--- config.mk ---
export PLATFORM = sky130hd
export DESIGN_NAME = addsub_seg_mux
export DESIGN_NICKNAME = d
export VERILOG_FILES = /design/src/rtl/addsub_seg_mux.sv
export SDC_FILE = /design/constraint.sdc
export NUM_CORES = 1
export LEC_CHECK = 0
export BUFFER_PORTS_ARGS = -buffer_cell sky130_fd_sc_hd__buf_4
export CAP_MARGIN = 20
export CORE_MARGIN = 4
export CORE_UTILIZATION = 45
export CTS_BUF_LIST = sky130_fd_sc_hd__clkbuf_8
export CTS_CLUSTER_DIAMETER = 100
export DETAILED_ROUTE_END_ITERATION = 8
export GPL_ROUTABILITY_DRIVEN = 0
export GPL_TIMING_DRIVEN = 1
export REMOVE_ABC_BUFFERS = 1
export SYNTH_ARGS = -nofsm -noshare
export SYNTH_HDL_FRONTEND = slang
export SYNTH_SLANG_ARGS = --single-unit
--- constraint.sdc ---
create_clock -name CLK -period 3.4 [get_ports CLK]
set_input_delay 0.51 -clock CLK [delete_from_list [all_inputs] [get_ports CLK]]
set_output_delay 0.51 -clock CLK [all_outputs]
set_load 0.02 [all_outputs]
--- src/rtl/addsub_seg_mux.sv ---
// rtl/addsub_seg_mux.sv - signed add/subtract with double-dabble BCD and 7-segment scan
//
// Captures two signed operands on START and forms A+B or A-B at WIDTH+1 bits.
// The magnitude is converted to BCD one bit per cycle and latched into the
// display registers, which a free-running refresh counter scans onto the
// common-anode digits. The top digit is the sign; the rest are magnitude.
//
// Optional build macro: LZB_EN - blank leading-zero magnitude digits.
//
// Ports:
//   CLK    in   system clock
//   RSTn   in   asynchronous active-low reset
//   A, B   in   WIDTH-bit two's-complement operands
//   SUB    in   0 = A+B, 1 = A-B
//   START  in   conversion request, sampled every rising edge while idle
//   BUSY   out  conversion in progress
//   DONE   out  one-cycle pulse when the display registers update
//   OVF    out  latched: magnitude does not fit in DIGITS-1 decimal digits
//   SEG    out  active-low segments, SEG[6]=a .. SEG[0]=g
//   AN     out  active-low digit enables, AN[0] = units
module addsub_seg_mux #(
  parameter int WIDTH       = 8,
  parameter int DIGITS      = 4,
  parameter int REFRESH_DIV = 50000
) (
  input  logic              CLK,
  input  logic              RSTn,
  input  logic [WIDTH-1:0]  A,
  input  logic [WIDTH-1:0]  B,
  input  logic              SUB,
  input  logic              START,
  output logic              BUSY,
  output logic              DONE,
  output logic              OVF,
  output logic [6:0]        SEG,
  output logic [DIGITS-1:0] AN
);

  localparam logic [1:0] S_IDLE  = 2'd0;
  localparam logic [1:0] S_LOAD  = 2'd1;
  localparam logic [1:0] S_SHIFT = 2'd2;
  localparam logic [1:0] S_DONE  = 2'd3;

  // Decimal digit count of 2**w: the BCD register must hold the largest magnitude.
  function automatic int dec_digits(input int w);
    longint unsigned v;
    int n;
    v = 64'd1 << w;
    n = 0;
    for (int i = 0; i < 20; i++) begin
      if (v != 0) begin
        v = v / 10;
        n++;
      end
    end
    return n;
  endfunction

  function automatic longint unsigned dec_limit(input int d);
    longint unsigned p;
    p = 1;
    for (int i = 0; i < d; i++) p = p * 10;
    return p - 1;
  endfunction

  localparam int MW     = WIDTH + 1;
  localparam int NB_MAG = dec_digits(WIDTH);
  localparam int NB     = (NB_MAG > DIGITS - 1) ? NB_MAG : DIGITS - 1;
  localparam int BW     = 4 * NB;
  localparam int DW     = 4 * (DIGITS - 1);
  localparam int CW     = $clog2(WIDTH + 2);
  localparam int RW     = $clog2(REFRESH_DIV);
  localparam int IW     = $clog2(DIGITS);
  localparam logic [31:0] LIMIT = 32'(dec_limit(DIGITS - 1));

  logic [1:0]       state;
  logic [WIDTH-1:0] op_a, op_b;
  logic             op_sub;
  logic [MW-1:0]    mag;
  logic             sign_r, ovf_n;
  logic [BW-1:0]    bcd;
  logic [CW-1:0]    cnt;
  logic             busy_q, done_q, ovf_q, disp_sign;
  logic [DW-1:0]    disp_bcd;

  logic [MW-1:0]    r_calc, mag_calc;
  logic             ovf_calc;
  logic [BW-1:0]    bcd_adj, bcd_next;
  logic             unused_bcd_top;

  always_comb begin
    if (op_sub) r_calc = {op_a[WIDTH-1], op_a} - {op_b[WIDTH-1], op_b};
    else        r_calc = {op_a[WIDTH-1], op_a} + {op_b[WIDTH-1], op_b};
    // Negating -2**WIDTH wraps to the same bit pattern, read as unsigned 2**WIDTH.
    mag_calc = r_calc[WIDTH] ? (~r_calc + 1'b1) : r_calc;
    ovf_calc = 32'(mag_calc) > LIMIT;
    bcd_adj = '0;
    for (int i = 0; i < NB; i++) begin
      bcd_adj[4*i +: 4] = (bcd[4*i +: 4] >= 4'd5) ? bcd[4*i +: 4] + 4'd3 : bcd[4*i +: 4];
    end
    bcd_next = {bcd_adj[BW-2:0], mag[MW-1]};
  end

  // The top BCD bit can never be set after adjustment, so it is shifted out.
  assign unused_bcd_top = bcd_adj[BW-1];

  always_ff @(posedge CLK or negedge RSTn) begin
    if (!RSTn) begin
      state     <= S_IDLE;
      op_a      <= '0;
      op_b      <= '0;
      op_sub    <= 1'b0;
      mag       <= '0;
      sign_r    <= 1'b0;
      ovf_n     <= 1'b0;
      bcd       <= '0;
      cnt       <= '0;
      busy_q    <= 1'b0;
      done_q    <= 1'b0;
      ovf_q     <= 1'b0;
      disp_sign <= 1'b0;
      disp_bcd  <= '0;
    end else begin
      done_q <= 1'b0;
      case (state)
        S_IDLE: begin
          if (START) begin
            op_a   <= A;
            op_b   <= B;
            op_sub <= SUB;
            busy_q <= 1'b1;
            state  <= S_LOAD;
          end
        end
        S_LOAD: begin
          mag    <= mag_calc;
          sign_r <= r_calc[WIDTH];
          ovf_n  <= ovf_calc;
          bcd    <= '0;
          cnt    <= '0;
          state  <= S_SHIFT;
        end
        S_SHIFT: begin
          bcd <= bcd_next;
          mag <= mag << 1;
          cnt <= cnt + 1'b1;
          if (cnt == CW'(WIDTH)) state <= S_DONE;
        end
        default: begin
          disp_sign <= sign_r;
          disp_bcd  <= bcd[DW-1:0];
          ovf_q     <= ovf_n;
          done_q    <= 1'b1;
          busy_q    <= 1'b0;
          state     <= S_IDLE;
        end
      endcase
    end
  end

  function automatic logic [6:0] seg_decode(input logic [3:0] d);
    case (d)
      4'd0:    seg_decode = 7'b0000001;
      4'd1:    seg_decode = 7'b1001111;
      4'd2:    seg_decode = 7'b0010010;
      4'd3:    seg_decode = 7'b0000110;
      4'd4:    seg_decode = 7'b1001100;
      4'd5:    seg_decode = 7'b0100100;
      4'd6:    seg_decode = 7'b0100000;
      4'd7:    seg_decode = 7'b0001111;
      4'd8:    seg_decode = 7'b0000000;
      4'd9:    seg_decode = 7'b0000100;
      default: seg_decode = 7'b1111111;
    endcase
  endfunction

  logic [RW-1:0]     ref_cnt;
  logic [IW-1:0]     idx, idx_new;
  logic              scan_on;
  logic [DIGITS-1:0] an_q;
  logic [6:0]        seg_q, seg_new;
  logic [3:0]        nib;

`ifdef LZB_EN
  // lz[i] set when nibbles i..DIGITS-2 are all zero.
  logic [DIGITS-2:0] lz;
  logic              lz_acc;
  always_comb begin
    lz     = '0;
    lz_acc = 1'b1;
    for (int i = DIGITS - 2; i >= 0; i--) begin
      lz_acc = lz_acc & (disp_bcd[4*i +: 4] == 4'd0);
      lz[i]  = lz_acc;
    end
  end
`endif

  always_comb begin
    // scan_on makes the first terminal count after reset land on digit 0.
    if (!scan_on || idx == IW'(DIGITS - 1)) idx_new = '0;
    else                                    idx_new = idx + 1'b1;
  end

  always_comb begin
    seg_new = 7'b1111111;
    nib     = 4'd0;
    if (idx_new == IW'(DIGITS - 1)) begin
      seg_new = disp_sign ? 7'b1111110 : 7'b1111111;
    end else if (ovf_q) begin
      seg_new = 7'b0110000;
    end else begin
      nib     = disp_bcd[4*int'(idx_new) +: 4];
      seg_new = seg_decode(nib);
`ifdef LZB_EN
      if (idx_new != '0 && lz[idx_new]) seg_new = 7'b1111111;
`endif
    end
  end

  always_ff @(posedge CLK or negedge RSTn) begin
    if (!RSTn) begin
      ref_cnt <= '0;
      idx     <= '0;
      scan_on <= 1'b0;
      an_q    <= '1;
      seg_q   <= 7'b1111111;
    end else if (ref_cnt == RW'(REFRESH_DIV - 1)) begin
      ref_cnt <= '0;
      idx     <= idx_new;
      scan_on <= 1'b1;
      an_q    <= ~(DIGITS'(1) << idx_new);
      seg_q   <= seg_new;
    end else begin
      ref_cnt <= ref_cnt + 1'b1;
    end
  end

  assign BUSY = busy_q;
  assign DONE = done_q;
  assign OVF  = ovf_q;
  assign SEG  = seg_q;
  assign AN   = an_q;

endmodule

==> results of run 1 <==
-- flip-flops by register name (all words and copies together) (netlist names), 4 cells and up --
register	flops
AN	4
SEG	7
bcd	12
cnt	4
disp_bcd	12
mag	9
op_a	8
op_b	8
ref_cnt	16
-- layout by cell type (no fill, tap or decap), types with 16 or more instances in the layout --
cell type	instances
dfrtp_1	79
nand2_1	38
buf_4	38
mux2_2	32
inv_1	31
ha_1	31
a21oi_1	30
o21ai_0	30
nor2_1	29
xnor2_1	22
nand3_1	17
nor3_1	16
-- cells by family after synthesis --
logic type / Yosys count
simple gates: 144
mux: 37
compound gates: 103
xor+xnor: 35
fa+ha+maj: 32
other cells: 1
flops: 90
buf+inv: 47
-- worst max path at each step --
stage	startpoint	to	slack [ps]	depth (start not counted)
floorplan	op_b[0]$_DFFE_PN0P_	mag[3]$_DFFE_PN0N_	450	12
global placement	op_b[0]$_DFFE_PN0P_	mag[3]$_DFFE_PN0N_	310	12
detailed placement	op_b[0]$_DFFE_PN0P_	mag[3]$_DFFE_PN0N_	200	12
CTS	op_b[0]$_DFFE_PN0P_	mag[3]$_DFFE_PN0N_	190	12
global route	op_b[0]$_DFFE_PN0P_	mag[3]$_DFFE_PN0N_	10	12
finish	op_b[0]$_DFFE_PN0P_	mag[3]$_DFFE_PN0N_	180	12
-- per-layer routing --
layer,track usage,share of wire,vias to the layer above
li1,-,-,1769
met1,0.215,0.50,1736
met2,0.239,0.45,46
met3,0.0310,0.034,15
met4,0.0777,0.023,0
met5,0,0,-
-- synthesized netlist by cell type (all sizes together), types with 2 or more instances --
cell type and n:
xor2 13, nand2 38, nor2 29, nor3 16
xnor2 22, nor4 2, and3 10, dfstp 11
nand2b 6, nand4 3, a22o 3, a221o 4
a22oi 6, nor2b 10, nand4bb 2, o31ai 2
clkbuf 11, buf 7, o22ai 4, or2 3
a21oi 30, mux2i 5, o21a 2, o21ai 33
ha 31, inv 29, o32ai 2, a221oi 2
and2 3, mux2 32, a222oi 2, dfrtp 79
o211ai 3, nand3 17
-- through the flow --
stage                     hold WS [ps]  area [um^2]  utilization  cells
after global routing               281         5580        0.515    665
final                              232         5580        0.515    665
after global placement             471         5350        0.493    649
after detailed placement           477         5350        0.493    649
after floorplan                    214         4880            -    471
after CTS                          235         5580        0.515    665
-- power by group --
group	internal, mW	switching [mW]
logic	1.44	1.79
clock network	0.470	0.369
registers	1.30	0.200
total	3.21	2.36
-- final cells by class --
cell class | instances | area share
Clock inverter | 4 | 0.0121
Sequential cell | 90 | 0.406
Multi-Input combinational cell | 352 | 0.450
Clock buffer | 12 | 0.0296
Tap cell | 140 | 0.0314
Inverter | 29 | 0.0195
Timing Repair Buffer | 38 | 0.0511
==> impl_metrics.json, run 1 <==
{
  "clkTransAtPathRegs_ps": 90,
  "die_x_um": 113,
  "yosysTopAreaCellShare": 0.397,
  "power_leakage_nw": 2.54,
  "cts-root-buf": "clkbuf_8",
  "cpMaxStageDelayCell": "or3_1",
  "synthArstFlopShare": 1.00,
  "drive_gt1_frac": 0.196,
  "power_density_nw_per_um2": 999,
  "routedWlPerCell_um": 13.8,
  "dpl_worst_slack_ps": 200,
  "grt_max_degree": 64,
  "core_area_um2": 10800,
  "reg2reg_to": "mag[3]$_DFFE_PN0N_",
  "num_vias": 3566,
  "worst-setup-path-type": "reg2reg",
  "worst_pin_slew_ps": 781,
  "die_h_um": 113,
  "synth_area_leaders": "dfrtp_1 40%, ha_1 7.8%, mux2_2 7.2%",
  "diodes": 0,
  "mappedNetlistArea_um2": 4980,
  "period_share": 0.948,
  "cp-start-kind": "flop",
  "grt_first_pass_wirelength_mm": 16.4,
  "synth_adder_area_share": 0.0819,
  "tns_ps": 0,
  "path_cells": "inv_1, ha_1, a21oi_1, xnor2_1, ha_1, and2_4, a221oi_2, a21oi_1, or3_1, a21bo_1, xnor2_1, a221o_1",
  "drtAntennaViolNets": 0,
  "grt_usage": 0.157,
  "drtIter0Drc": 153,
  "arrival_ps": 3480,
  "maxSlewViolCount": 0,
  "avgSynthCellArea_um2": 10.2,
  "post_cts_buffers": 0,
  "reg2reg_from": "op_b[0]$_DFFE_PN0P_",
  "syn_inst": 489,
  "globalRouteOverflowTotal": 0,
  "synth_xor_area_frac": 0.0616,
  "area_delta_synth_final_pct": 12.0,
  "synth-simple-area-share": 0.147,
  "multi_input_area_um2": 2510,
  "cp_top_family": "compound AO/OA/AOI/OAI gates",
  "regArea_um2": 2270,
  "slowest_delay_ps": 470,
  "cts_hold_buf": 0,
  "drt_wl_total_mm": 9.16,
  "power.total_mw": 5.57,
  "end_kind": "flop",
  "cts-htree-levels": 3,
  "hpwl_mm": 6.63,
  "die_area_um2": 12800,
  "rows": 38,
  "cts_resized": 0,
  "worst_slack_ps": 177,
  "viasPerCell": 5.36,
  "fin_crit_ps": 3220,
  "rr_worst_depth": 12,
  "muxShareOfSynthArea": 0.0824,
  "synth-edff-count": 0,
  "synth_cell_types": 58,
  "drv_cap": 0,
  "ys_ff_latch": 90,
  "grt_pass1_vias": 3520,
  "yosysTopAreaCell": "dfrtp_1",
  "clock_sinks": 90,
  "clock_skew_ps": 10.2,
  "yosysSeqAreaShare": 0.455,
  "setup_violations": 0,
  "worst-path-buf-inv": 1,
  "hold_viol": 0,
  "fmax_mhz": 310,
  "start_util": 0.459,
  "relSlewSlack": 0.479,
  "rrSetupSlack_ps": 180,
  "antenna_found_initial": 0,
  "peakVddDrop_mv": 0.759,
  "fillers": 1005,
  "synth_compound_area_frac": 0.130,
  "cts_tree": "built",
  "holdCritPathClass": "in2async",
  "rsz0062_at_grt": "no",
  "synth_top_family_by_area": "simple AND/OR/NAND/NOR gates",
  "crit_required_ps": 3650,
  "cts_buffers": 9,
  "nets": 572,
  "status": "completed",
  "path_max_fanout": 7,
  "yosys_warnings": 0,
  "cts_buffer_depth": 2,
  "io_pins": 34,
  "post-route-drc-count": 0,
  "ys.flop_type": "dfrtp_1",
  "io_buffer_count": 32,
  "firstDrtPassIters": 4,
  "clock_latency_ps": 370
}
No activity file was read; power rests on OpenSTA's default activity.
==> run 2, diff against run 1 <==
--- a/config.mk
+++ b/config.mk
@@ -14,6 +14,7 @@
 export DETAILED_ROUTE_END_ITERATION = 8
 export GPL_ROUTABILITY_DRIVEN = 0
 export GPL_TIMING_DRIVEN = 1
+export PLACE_DENSITY = 0.73
 export REMOVE_ABC_BUFFERS = 1
 export SYNTH_ARGS = -nofsm -noshare
 export SYNTH_HDL_FRONTEND = slang
==> run 2 against run 1 <==
  * Critical path type unchanged
  * Routed wire length grew 3.5%
  * First-iteration DRC count grew 41%
  * Setup slack gained 51 ps
  * Cell area shrank 0.58%
  * Final cell count is the same
  * Power shrank 1.2%
  * Utilization shrank 0.30 points
  * Sequential cell count is the same
==> impl_metrics.json, run 2 (synthesis gave the netlist of run 1 again) <==
{
  "drtAntennaViolNets": 0,
  "clock_latency_ps": 380,
  "io_pins": 34,
  "final_common_cell": "dfrtp_1",
  "holdWs_ps": 106,
  "hold_viol": 0,
  "rows": 38,
  "cts_tree": "built",
  "stdcell_count": 665,
  "nets": 572,
  "num_vias": 3555,
  "layout_common_cells": "79 x dfrtp_1, 38 x nand2_1, 38 x buf_4",
  "peakVddDrop_mv": 0.899,
  "setup_violations": 0,
  "clkTransAtPathRegs_ps": 100,
  "diodes": 0,
  "cts_buffers": 9,
  "cts_buffer_depth": 2,
  "power.total_mw": 5.50,
  "crit_required_ps": 3670,
  "status": "completed",
  "dpl_worst_slack_ps": 234,
  "worst_slack_ps": 228,
  "placed_area_um2": 5350,
  "reg_top3": "ref_cnt: 16 flops, bcd: 12 flops, disp_bcd: 12 flops",
  "worst_pin_slew_ps": 712,
  "antenna_found_initial": 0,
  "die_area_um2": 12800,
  "drt_wl_total_mm": 9.48,
  "firstDrtPassIters": 4,
  "arrival_ps": 3440,
  "rsz0062_at_grt": "no",
  "holdCritPathClass": "in2async",
  "start_util": 0.459,
  "drtIter0Drc": 215,
  "die_x_um": 113,
  "end_kind": "flop",
  "post-route-drc-count": 0,
  "largest_register": "ref_cnt",
  "routedWlPerCell_um": 14.2,
  "clock_skew_ps": 9.57,
  "fin_crit_ps": 3170,
  "grt_max_degree": 43,
  "path_max_fanout": 7,
  "largest_register_ffs": 16,
  "grt_usage": 0.156,
  "regArea_um2": 2270,
  "area_delta_synth_final_pct": 11.4,
  "relSlewSlack": 0.524,
  "cts_hold_buf": 0,
  "core_area_um2": 10800,
  "cts-htree-levels": 3,
  "io_buffer_count": 32,
  "cts_resized": 0,
  "maxSlewViolCount": 0,
  "cp-start-kind": "flop",
  "clock_sinks": 90,
  "fillers": 995,
  "viasPerCell": 5.35,
  "worst-setup-path-type": "reg2reg",
  "drive_gt1_frac": 0.198,
  "tns_ps": 0,
  "power_density_nw_per_um2": 993,
  "period_share": 0.933,
  "drv_cap": 0,
  "die_h_um": 113,
  "cts-root-buf": "clkbuf_8",
  "post_cts_buffers": 0,
  "hpwl_mm": 7.00,
  "grt_first_pass_wirelength_mm": 16.3,
  "power_leakage_nw": 2.52,
  "multi_input_area_um2": 2510,
  "grt_pass1_vias": 3608,
  "fmax_mhz": 315,
  "globalRouteOverflowTotal": 0,
  "final_util": 0.512,
  "dp_cells": 649,
  "design_area_um2": 5550
}
run 2: final timing paths:
| path | start | end | slack, ps | cells past startpoint |
|---|---|---|---|---|
| worst min-delay path | RSTn | disp_bcd[11]$_DFFE_PN0P_ | 110 | 1 |
| worst max-delay path | op_b[1]$_DFFE_PN0P_ | mag[3]$_DFFE_PN0N_ | 230 | 12 |
| worst max register to register | op_b[1]$_DFFE_PN0P_ | mag[3]$_DFFE_PN0N_ | 230 | 12 |
| worst min register to register | mag[0]$_DFFE_PN0N_ | mag[0]$_DFFE_PN0N_ | 500 | 2 |
| max in group asynchronous | RSTn | op_b[6]$_DFFE_PN0P_ | 2570 | 2 |
| min in group CLK | A[0] | op_a[0]$_DFFE_PN0P_ | 360 | 2 |
run 2: critical path, cell delays in order (launching register included):
cell and delay, ps:
dfrtp_1 430, inv_1 80, ha_1 230, a21oi_1 170, xnor2_1 140, ha_1 320, and2_4 180, a221oi_2 270
a21oi_1 120, or3_1 460, a21bo_1 230, xnor2_1 120, a221o_1 320
run 2: power breakdown:
group          total, mW  leakage [nW]  switching (mW)  internal, mW
registers           1.50          1.14           0.200          1.30
logic               3.25          1.28            1.80          1.45
clock network      0.750         0.102           0.405         0.345
total               5.50          2.52            2.41          3.09
run 2: area by class of cell:
class	count	area share
clock buffer	9	0.0223
clock inverter	7	0.0138
inverter	29	0.0196
multi-input combinational	352	0.453
sequential	90	0.409
tap	140	0.0316
timing repair buffer	38	0.0514
run 2: routing by layer:
metal / global-route usage / wire length [um] / share of wire / up-vias
li1: - / - / - / 1777
met1: 0.192 / 4350 / 0.46 / 1710
met2: 0.265 / 4610 / 0.49 / 52
met3: 0.0449 / 370 / 0.039 / 16
met4: 0.0513 / 144 / 0.015 / 0
met5: 0 / 0 / 0 / -
==> run 3, diff against run 2 <==
--- a/config.mk
+++ b/config.mk
@@ -15,6 +15,7 @@
 export GPL_ROUTABILITY_DRIVEN = 0
 export GPL_TIMING_DRIVEN = 1
 export PLACE_DENSITY = 0.73
+export RECOVER_POWER = 100
 export REMOVE_ABC_BUFFERS = 1
 export SYNTH_ARGS = -nofsm -noshare
 export SYNTH_HDL_FRONTEND = slang
==> run 3 against run 2 <==
  * The flow now finishes with violations (max-capacitance violations, max-slew violations)
  * Via count grew 0.20%
  * Clock skew is 0.53 ps lower
  * Sequential share of layout area up 0.42 points
  * Final cell count stayed put
  * Combinational power decreased by 2%
  * Power is 1.0% lower
  * Setup slack improved by 3.3 ps
  * Critical path depth unchanged
==> impl_metrics.json, run 3 (synthesis gave the netlist of run 1 again) <==
{
  "start_util": 0.459,
  "grt_pass1_vias": 3608,
  "crit_required_ps": 3670,
  "holdWs_ps": 360,
  "firstDrtPassIters": 6,
  "relSlewSlack": -0.464,
  "routedWlPerCell_um": 14.3,
  "setup.worst_path.start": "op_b[1]$_DFFE_PN0P_",
  "reg2reg_from": "op_b[1]$_DFFE_PN0P_",
  "cp-endpoint": "mag[3]$_DFFE_PN0N_",
  "grt_max_degree": 43,
  "rrSetupSlack_ps": 230,
  "post_cts_buffers": 0,
  "reg2reg_to": "mag[3]$_DFFE_PN0N_",
  "core_area_um2": 10800,
  "grt_usage": 0.156,
  "rsz0062_at_grt": "no",
  "io_pins": 34,
  "die_h_um": 113,
  "clock_skew_ps": 9.04,
  "fin_crit_ps": 3170,
  "clock_latency_ps": 380,
  "drtAntennaViolNets": 0,
  "setup_violations": 0,
  "largest_register_ffs": 16,
  "die_area_um2": 12800,
  "tns_ps": 0,
  "num_vias": 3562,
  "antenna_found_initial": 0,
  "nets": 572,
  "path_max_fanout": 7,
  "globalRouteOverflowTotal": 0,
  "reg_top3": "ref_cnt: 16 flops, bcd: 12 flops, disp_bcd: 12 flops",
  "hold_viol": 0,
  "period_share": 0.932,
  "power_density_nw_per_um2": 993,
  "io_buffer_count": 32,
  "status": "finished, violations left",
  "cts_buffer_depth": 2,
  "holdCritPathClass": "in2reg",
  "rr_worst_depth": 12,
  "layout_common_cells": "79 x dfrtp_1, 38 x nand2_1, 32 x mux2_2",
  "viasPerCell": 5.36,
  "drive_gt1_frac": 0.164,
  "maxSlewViolCount": 43,
  "cts_buffers": 9,
  "diodes": 0,
  "grt_first_pass_wirelength_mm": 16.3,
  "cp-start-kind": "flop",
  "hpwl_mm": 7.00,
  "power_leakage_nw": 2.46,
  "final_common_cell": "dfrtp_1",
  "cts-root-buf": "clkbuf_8",
  "fmax_mhz": 316,
  "area_delta_synth_final_pct": 10.2,
  "cts-htree-levels": 3,
  "drt_wl_total_mm": 9.53,
  "cts_tree": "built",
  "post-route-drc-count": 0,
  "drv_cap": 1,
  "violations": "max-capacitance violations, max-slew violations",
  "die_x_um": 113,
  "clock_sinks": 90,
  "worst-setup-path-type": "reg2reg",
  "worst_pin_slew_ps": 2200,
  "cts_resized": 0,
  "peakVddDrop_mv": 0.898,
  "drtIter0Drc": 200,
  "clkTransAtPathRegs_ps": 100,
  "rows": 38,
  "arrival_ps": 3440,
  "worstHoldStart": "A[0]",
  "cts_hold_buf": 0,
  "largest_register": "ref_cnt",
  "end_kind": "flop"
}
[run 3: cell count changes in the layout (fill, tap and decap cells not counted), moves of 2 or more]
cell	before	now
buf_4	38	23
dfstp_1	0	4
clkbuf_1	0	13
clkbuf_2	0	2
dfstp_2	11	7
and2_0	0	2
[run 3: worst min-delay path by stage]
stage                                         end  slack, ps  depth (start not counted)
after CTS                 disp_bcd[8]$_DFFE_PN0P_        100                          1
after global routing          op_a[0]$_DFFE_PN0P_        340                          2
final                         op_a[0]$_DFFE_PN0P_        360                          2
after floorplan                  BUSY$_DFFE_PN0P_        210                          0
after global placement         mag[0]$_DFFE_PN0N_        470                          2
after detailed placement       mag[0]$_DFFE_PN0N_        470                          2
[run 3: per-layer routing]
| layer | GRT usage | wire length (um) | vias to the layer above | share of wire |
|---|---|---|---|---|
| met4 | 0.0513 | 142 | 0 | 0.015 |
| met3 | 0.0449 | 368 | 16 | 0.039 |
| met5 | 0 | 0 | - | 0 |
| li1 | - | - | 1776 | - |
| met1 | 0.192 | 4370 | 1717 | 0.46 |
| met2 | 0.265 | 4650 | 53 | 0.49 |
[run 3: layout make-up]
type                            count  area [um^2]
Clock buffer                        9          124
Tap cell                          140          175
Inverter                           29          109
Clock inverter                      7         76.3
Sequential cell                    90         2270
Fill cell                        1010         5350
Multi-Input combinational cell    352         2510
Timing Repair Buffer               38          231
[run 3: where the power goes]
group | switching, mW | internal (mW)
Combinational | 1.80 | 1.40
Sequential | 0.200 | 1.30
Clock | 0.407 | 0.345
Total | 2.40 | 3.04
[run 3: metrics by stage]
stage | instances | util | area, um^2 | setup slack, ps | power (mW)
2_1_floorplan | 471 | - | 4880 | 451 | 4.09
5_1_grt | 665 | 0.506 | 5490 | 46.3 | 5.92
4_1_cts | 665 | 0.512 | 5550 | 228 | 5.55
3_5_place_dp | 649 | 0.493 | 5350 | 234 | 4.77
6_report | 665 | 0.506 | 5490 | 232 | 5.45
3_3_place_gp | 649 | 0.493 | 5350 | 330 | 4.62
[run 3: worst max-delay path: stages (launching register included)]
cell and delay [ps]:
dfrtp_1 430, inv_1 80, ha_1 230, a21oi_1 170, xnor2_1 140, ha_1 320, and2_4 180, a221oi_2 270
a21oi_1 120, or3_1 450, a21bo_1 230, xnor2_1 120, a221o_1 320
